`config.mk`:
```
export PLATFORM = sky130hd
export DESIGN_NAME = ring_counter_multi
export DESIGN_NICKNAME = d
export VERILOG_FILES = /design/src/rtl/ring_counter_pkg.sv /design/src/rtl/ring_pos_decode.sv /design/src/rtl/ring_counter_multi.sv
export SDC_FILE = /design/constraint.sdc
export NUM_CORES = 1
export LEC_CHECK = 0
export ABC_AREA = 1
export CORE_MARGIN = 5
export CORE_UTILIZATION = 55
export DETAILED_ROUTE_END_ITERATION = 8
export DONT_BUFFER_PORTS = 1
export GPL_TIMING_DRIVEN = 0
export HOLD_SLACK_MARGIN = 0.12
export PLACE_DENSITY_LB_ADDON = 0.3
export SLEW_MARGIN = 20
export SYNTH_ARGS = -nofsm -noshare
export SYNTH_HDL_FRONTEND = slang
export SYNTH_SLANG_ARGS = --single-unit
```
`constraint.sdc`:
```
create_clock -name clk -period 4.3 [get_ports clk]
set_input_delay 0.645 -clock clk [delete_from_list [all_inputs] [get_ports clk]]
set_output_delay 0.645 -clock clk [all_outputs]
set_load 0.05 [all_outputs]
```
`src/rtl/ring_counter_pkg.sv`:
```
// Shared constants and helpers for the ring/Johnson counter family.
// Helpers work on a 32-bit word; callers pass the live width.
package ring_counter_pkg;

    localparam logic MODE_RING    = 1'b0;
    localparam logic MODE_JOHNSON = 1'b1;
    localparam logic DIR_UP       = 1'b0;
    localparam logic DIR_DOWN     = 1'b1;

    localparam int MAX_W = 32;

    typedef logic [MAX_W-1:0] word_t;

    function automatic word_t width_mask(input int width);
        word_t m;
        m = '0;
        for (int i = 0; i < MAX_W; i++) begin
            if (i < width) m[i] = 1'b1;
        end
        return m;
    endfunction

    function automatic word_t seed(input logic mode);
        return (mode == MODE_RING) ? word_t'(1) : '0;
    endfunction

    // Ring: exactly one hot bit. Johnson: at most one adjacent-bit transition.
    function automatic logic is_legal(input word_t q, input logic mode, input int width);
        int ones;
        int edges;
        ones  = 0;
        edges = 0;
        for (int i = 0; i < MAX_W; i++) begin
            if (i < width && q[i]) ones++;
        end
        for (int i = 0; i < MAX_W - 1; i++) begin
            if (i < width - 1 && q[i] != q[i+1]) edges++;
        end
        return (mode == MODE_RING) ? (ones == 1) : (edges <= 1);
    endfunction

    function automatic word_t step(input word_t q, input logic mode, input logic dir,
                                   input int width);
        word_t r;
        logic  top;
        logic  bot;
        top = 1'b0;
        for (int i = 0; i < MAX_W; i++) begin
            if (i == width - 1) top = q[i];
        end
        bot = q[0];
        if (mode == MODE_JOHNSON) begin
            top = ~top;
            bot = ~bot;
        end
        if (dir == DIR_DOWN) begin
            r = q >> 1;
            for (int i = 0; i < MAX_W; i++) begin
                if (i == width - 1) r[i] = bot;
            end
        end else begin
            r = {q[MAX_W-2:0], top};
        end
        return r & width_mask(width);
    endfunction

endpackage

```
`src/rtl/ring_pos_decode.sv`:
```
// Decodes counter state to a sequence index; reports 0 for illegal states.
module ring_pos_decode
    import ring_counter_pkg::*;
#(
    parameter int WIDTH = 4,
    parameter int POS_W = $clog2(2*WIDTH)
) (
    input  logic [WIDTH-1:0] q,
    input  logic             mode,
    output logic [POS_W-1:0] pos
);

    int ones;

    always_comb begin
        ones = $countones(q);
        pos  = '0;
        if (is_legal(word_t'(q), mode, WIDTH)) begin
            if (mode == MODE_RING) begin
                for (int i = 0; i < WIDTH; i++) begin
                    if (q[i]) pos = POS_W'(i);
                end
            end else if (!q[WIDTH-1]) begin
                pos = POS_W'(ones);
            end else begin
                pos = POS_W'(2*WIDTH - ones);
            end
        end
    end

endmodule

```
`src/rtl/ring_counter_multi.sv`:
```
// WIDTH-bit ring / Johnson sequencer with direction, enable, load,
// illegal-state self-correction, wrap pulse and decoded position.
module ring_counter_multi
    import ring_counter_pkg::*;
#(
    parameter  int WIDTH = 4,
    localparam int POS_W = $clog2(2*WIDTH)
) (
    input  logic             clk,
    input  logic             reset_n,
    input  logic             en,
    input  logic             dir,
    input  logic             mode,
    input  logic             load,
    input  logic [WIDTH-1:0] load_val,
    output logic [WIDTH-1:0] q,
    output logic             wrap,
    output logic             err,
    output logic [POS_W-1:0] pos
);

    logic             mode_q;
    logic [WIDTH-1:0] q_next;
    logic [WIDTH-1:0] q_stepped;
    logic             q_legal;
    logic             mode_next;
    logic             wrap_next;
    logic             err_next;

    // Priority: load, mode change reseed, illegal correction, step, hold.
    always_comb begin
        q_legal   = is_legal(word_t'(q), mode_q, WIDTH);
        q_stepped = WIDTH'(step(word_t'(q), mode_q, dir, WIDTH));
        q_next    = q;
        mode_next = mode_q;
        wrap_next = 1'b0;
        err_next  = 1'b0;
        if (load) begin
            q_next = load_val;
        end else if (mode != mode_q) begin
            q_next    = WIDTH'(seed(mode));
            mode_next = mode;
        end else if (!q_legal) begin
            q_next   = WIDTH'(seed(mode_q));
            err_next = 1'b1;
        end else if (en) begin
            q_next    = q_stepped;
            wrap_next = (q_stepped == WIDTH'(seed(mode_q)));
        end
    end

    always_ff @(posedge clk or negedge reset_n) begin
        if (!reset_n) begin
            q      <= WIDTH'(1);
            mode_q <= MODE_RING;
            wrap   <= 1'b0;
            err    <= 1'b0;
        end else begin
            q      <= q_next;
            mode_q <= mode_next;
            wrap   <= wrap_next;
            err    <= err_next;
        end
    end

    ring_pos_decode #(
        .WIDTH (WIDTH),
        .POS_W (POS_W)
    ) u_pos_decode (
        .q    (q),
        .mode (mode_q),
        .pos  (pos)
    );

endmodule

```
### Word-level counts from Yosys, hierarchy flattened

Cells that the tools add are included.

* add/subtract/negate cells: 9
* $mul: 0
* div/mod/pow operators: 0
* $lt $le $gt $ge: 1
* equality and inequality tests: 7
* shift operators: 0
* mux-type cells: 30
* bitwise gates (word level): 3
* reductions and logical operators: 1

Operators with widths (count)
* $add A32 B2 Y32 const B: 5
* $mux W32: 5
* $eq A32 B2 Y1 const B: 1
* $le A32 B2 Y1 const B: 1
* $mux W4: 5
* $mux W1: 15
* $mux W3: 3
* $add A1 B1 Y2: 2
* $eq A4 B1 Y1: 1
* $mux W2: 2
* $ne A1 B1 Y1: 4
* $ne A4 B3 Y1 const B: 1
* $add A3 B3 Y3: 1
* $not A1 Y1: 3
* $sub A1 B3 Y3 const A: 1
* $reduce_and A2 Y1: 1

* register bits after elaboration: 7
* bits in latches: 0
* memory bits (writable): 0
* ROM bits: 0
* input bits: 10
* output and inout port bits: 9
* word-level logic and storage cells: 55
* memories: 0

### Longest topological paths before layout

* depth in word-level cells: 12
* mapped depth: 19
* gate-level depth less buffers: 19

### By module

A second synthesis with hierarchy kept.

* cells, all modules: 166
* area total of the unflattened synthesis: 1093.5 um^2

By module, submodules not included
* ring_counter_multi: times used 1, cells each 112, area an instance 750.7 um^2, seq. area each 176.4 um^2
* ring_pos_decode: times used 1, cells each 54, area an instance 342.8 um^2, seq. area each 0.0 um^2

### Worst setup path before layout

No wires, ideal clock.

* kind: register to output
* from: register q[2]
* to: output pos[2]
* arrival time: 3.203 ns
* required time: 3.655 ns
* slack: 0.452 ns
* cell stages (with the launch flop): 9
* path buffers: 0
* cells stage by stage: dfrtp_1 -> inv_2 -> ha_1 -> ha_1 -> inv_1 -> fa_1 -> ha_1 -> o21a_1 -> nor4_2

* cells in the longest elaborated chain, start to end: 7
* elaborated cells on any way between the ends: 17
* those cells by class: 5 x add/sub; 1 x order compare; 3 x eq/ne; 8 x mux

Ends and longest elaborated chain
* start, declared: RTL line ring_counter_multi.sv:16 `output logic [WIDTH-1:0] q,`
* start signal, assigned: RTL line ring_counter_multi.sv:59 `q <= q_next;`
* $ne A1 B1 Y1: RTL line ring_counter_pkg.sv:37 `if (i < width - 1 && q[i] != q[i+1]) edges++;`
* $mux W32
* $add A32 B2 Y32
* $mux W32
* $le A32 B2 Y1: RTL line ring_counter_pkg.sv:39 `return (mode == MODE_RING) ? (ones == 1) : (edges <= 1);`
* $mux W1: RTL line ring_counter_pkg.sv:39
* $mux W3 *: RTL line ring_pos_decode.sv:18 `if (is_legal(word_t'(q), mode, WIDTH)) begin`
* end, declared: RTL line ring_counter_multi.sv:19 `output logic [POS_W-1:0] pos`

Every way passes the cells marked *; elsewhere a longest branch is shown, timed or not.

### Final worst setup path

* from: register q[1]
* to: output pos[1]

* cells in the longest elaborated chain, start to end: 9
* elaborated cells on any way between the ends: 21
* those cells by class: 7 x add/sub; 1 x order compare; 3 x eq/ne; 10 x mux

Ends and longest elaborated chain (RTL line)
* $ne A1 B1 Y1: ring_counter_pkg.sv:37
* $mux W1: ring_counter_pkg.sv:37
* $add A32 B2 Y32: ring_counter_pkg.sv:37
* $mux W32
* $add A32 B2 Y32
* $mux W32
* $le A32 B2 Y1: ring_counter_pkg.sv:39
* $mux W1: ring_counter_pkg.sv:39
* $mux W3 *: ring_pos_decode.sv:18

Marked as above.

==> flow_metrics.tcl <==
set metrics [dict create \
    status "completed" \
    grt_use_total 0.150 \
    placed_area_um2 872 \
    syn_inst 122 \
    hpwl_um 1400 \
    pre_cts_ws_ps 415 \
    synth_area_um2 843 \
    num_io_pins 19 \
    fp.coreArea_mm2 0.00147 \
    worst_path_max_delay_cell "dfrtp_1" \
    tns_ps 0 \
    setup_viol 0 \
    wl_per_cell_um 11.6 \
    grt_pass1_vias 708 \
    cp-start-kind "flip-flop" \
    grt_pass1_wl_um 2970 \
    drtPass1Iterations 4 \
    portBuffers 0 \
    fp.dieH_um 49.2 \
    min_period_ps 4100 \
    netlist-cell-type-count 34 \
    cp_top_family "simple AND/OR/NAND/NOR gates" \
    n_fill_cell 160 \
    r2r_start "q[1]" \
    drc 0 \
    crit_type "flip-flop to output pin" \
    avgSynthCellArea_um2 6.91 \
    synth_warnings 0 \
    r2r_slack_ps 1500 \
    grt_remaining_overflow 0 \
    area_growth_syn_to_layout_pct 7.72 \
    totalWireLength_um 1660 \
    p_leak_nw 0.473 \
    fin_area_um2 908 \
    drt_iter0_markers 12 \
    cp.depth 13 \
    cts_sinks 7 \
    clockPowerShare 0.128 \
    numCtsBuffers 3 \
    die_width_um 49.2 \
    power_mw 0.449 \
    cts_root_buf "clkbuf_4" \
    gp_congestion 0.825 \
    tightest_slew_ps 878 \
    rsz0062_at_grt "yes" \
    clock_skew_ps 5.46 \
    internal_power_mw 0.201 \
    regArea_um2 176 \
    final-hold-violation-count 0 \
    drive_above_1_share 0.181 \
    placementRows 14 \
    p_sw_frac 0.553 \
    holdWs_ps 235 \
    critPathBufInv 3 \
    via_count 752 \
    critPathMaxStageDelay_ps 740 \
    vias_per_cell 5.26 \
    cts_buffer_depth 2 \
    nets 147 \
    cts_max_level 1 \
    timing.final.crit_share 0.954 \
    ys_seq_area_frac 0.209 \
    start_util 0.573 \
    cts_tree "built" \
    pwr-share-comb 0.595 \
    multi_input_area_um2 571 \
    n_antenna_cell 0 \
    arrival_ps 3460 \
    max-cap-violations 0 \
    grt_antenna_before_repair 0 \
    clk_latency_ps 250 \
    slew_headroom 0.413 \
    antenna_left 0 \
    post-route-util 0.617 \
    grt_max_degree 11 \
    syn-num-nets 141 \
    critPathCaptureType "output pin" \
    clk_transition_reported_paths_ps 50 \
    hp-class "primary input to asynchronous set/reset pin" \
    irDropWorstVdd_mv 0.293 \
    setup_slack_ps 199 \
    critPathMaxFanout 7 \
    p_per_area_mw_per_mm2 494 \
    path_cells "inv_1, ha_1, inv_1, nand2_1, nand2_1, inv_1, ha_1, or2_0, nand2_1, nand3_2, nand2_4, nand2_2, a211oi_2" \
    dp.cells 138 \
    die-area_mm2 0.00242 \
    reg2regPathDepth 13 \
    crit_required_ps 3650 \
    fmax_mhz 244 \
    maxSlewViolCount 0 \
    final_cells 143 \
    p_switching_mw 0.248 \
    synth_seq_cells 7 \
    p_seq_frac 0.277 \
    worstReg2RegEnd "wrap" \
]
cell usage after synthesis, drive strengths merged:
library cell,number,share of area
a211oi,2,0.024
a21boi,1,0.0089
a21oi,4,0.028
buf,2,0.027
clkbuf,1,0.0044
clkinv,1,0.0059
dfrtp,6,0.18
dfstp,1,0.031
fa,1,0.024
ha,8,0.12
inv,19,0.088
nand2,39,0.19
nand3,6,0.047
nand4,4,0.047
nor2,13,0.070
nor3,2,0.012
nor4,1,0.015
o21a,1,0.0089
o21ai,6,0.045
o22ai,1,0.0074
or2,2,0.015
xnor2,1,0.010
timing repair:
item                                   CTS  global route
resized for setup                        0             0
endpoints found under the hold margin    6             0
setup endpoints to repair                0             2
buffers inserted                         0             0
hold buffers                             1             0
worst max-delay path by stage:
| stage | start | end | slack (ps) |
|---|---|---|---|
| floorplan | q[2] | pos[2] | 450 |
| global placement | q[2] | pos[2] | 280 |
| detailed placement | q[1] | pos[1] | 410 |
| CTS | q[1] | pos[1] | 150 |
| global route | q[1] | pos[1] | -40 |
| finish | q[1] | pos[1] | 200 |
power by group through the flow:
| stage | Clock [mW] | Sequential [mW] | Combinational, mW |
|---|---|---|---|
| after floorplan | 0 | 0.121 | 0.228 |
| after global placement | 0 | 0.126 | 0.257 |
| after detailed placement | 0 | 0.126 | 0.270 |
| after CTS | 0.0590 | 0.125 | 0.272 |
| after global routing | 0.0684 | 0.126 | 0.304 |
| final | 0.0575 | 0.124 | 0.267 |
area by class of cell:
| cell class | instances | area share |
|---|---|---|
| Clock buffer | 4 | 0.0289 |
| Tap cell | 16 | 0.0220 |
| Multi-Input combinational cell | 92 | 0.628 |
| Buffer | 3 | 0.0289 |
| Timing Repair Buffer | 1 | 0.0110 |
| Inverter | 20 | 0.0868 |
| Sequential cell | 7 | 0.194 |
cell usage in the layout (no fill, tap or decap), types with 2 or more instances in the layout:
cell type   n
nand2_1    37
inv_1      16
nor2_1     11
ha_1        8
dfrtp_1     6
nand3_1     4
o21ai_0     4
nand4_1     3
a21oi_1     3
clkbuf_4    3
buf_6       2
inv_2       2
nand3_2     2
o21ai_2     2
nor3_1      2
clkbuf_1    2
cells by family after synthesis:
group	after synthesis	share of synthesized area
and+or+nand+nor	67	0.392
buffers and inverters	23	0.125
DFF	7	0.209
xor gates and xnor gates	1	0.0104
adders and majority gates	9	0.142
AOI/OAI and AO/OA	15	0.122
registers in the layout, indices dropped and copies added, names as in the netlist:
register / count
err: 1
q: 4
mode_q: 1
wrap: 1
metal layers:
| metal | vias to the layer above | share of wire | track usage |
|---|---|---|---|
| li1 | 399 | - | - |
| met1 | 338 | 0.43 | 0.176 |
| met2 | 15 | 0.53 | 0.273 |
| met3 | 0 | 0.038 | 0.0367 |
| met4 | 0 | 0 | 0.0269 |
| met5 | - | 0 | 0 |
No activity file was read; power rests on OpenSTA's default activity.
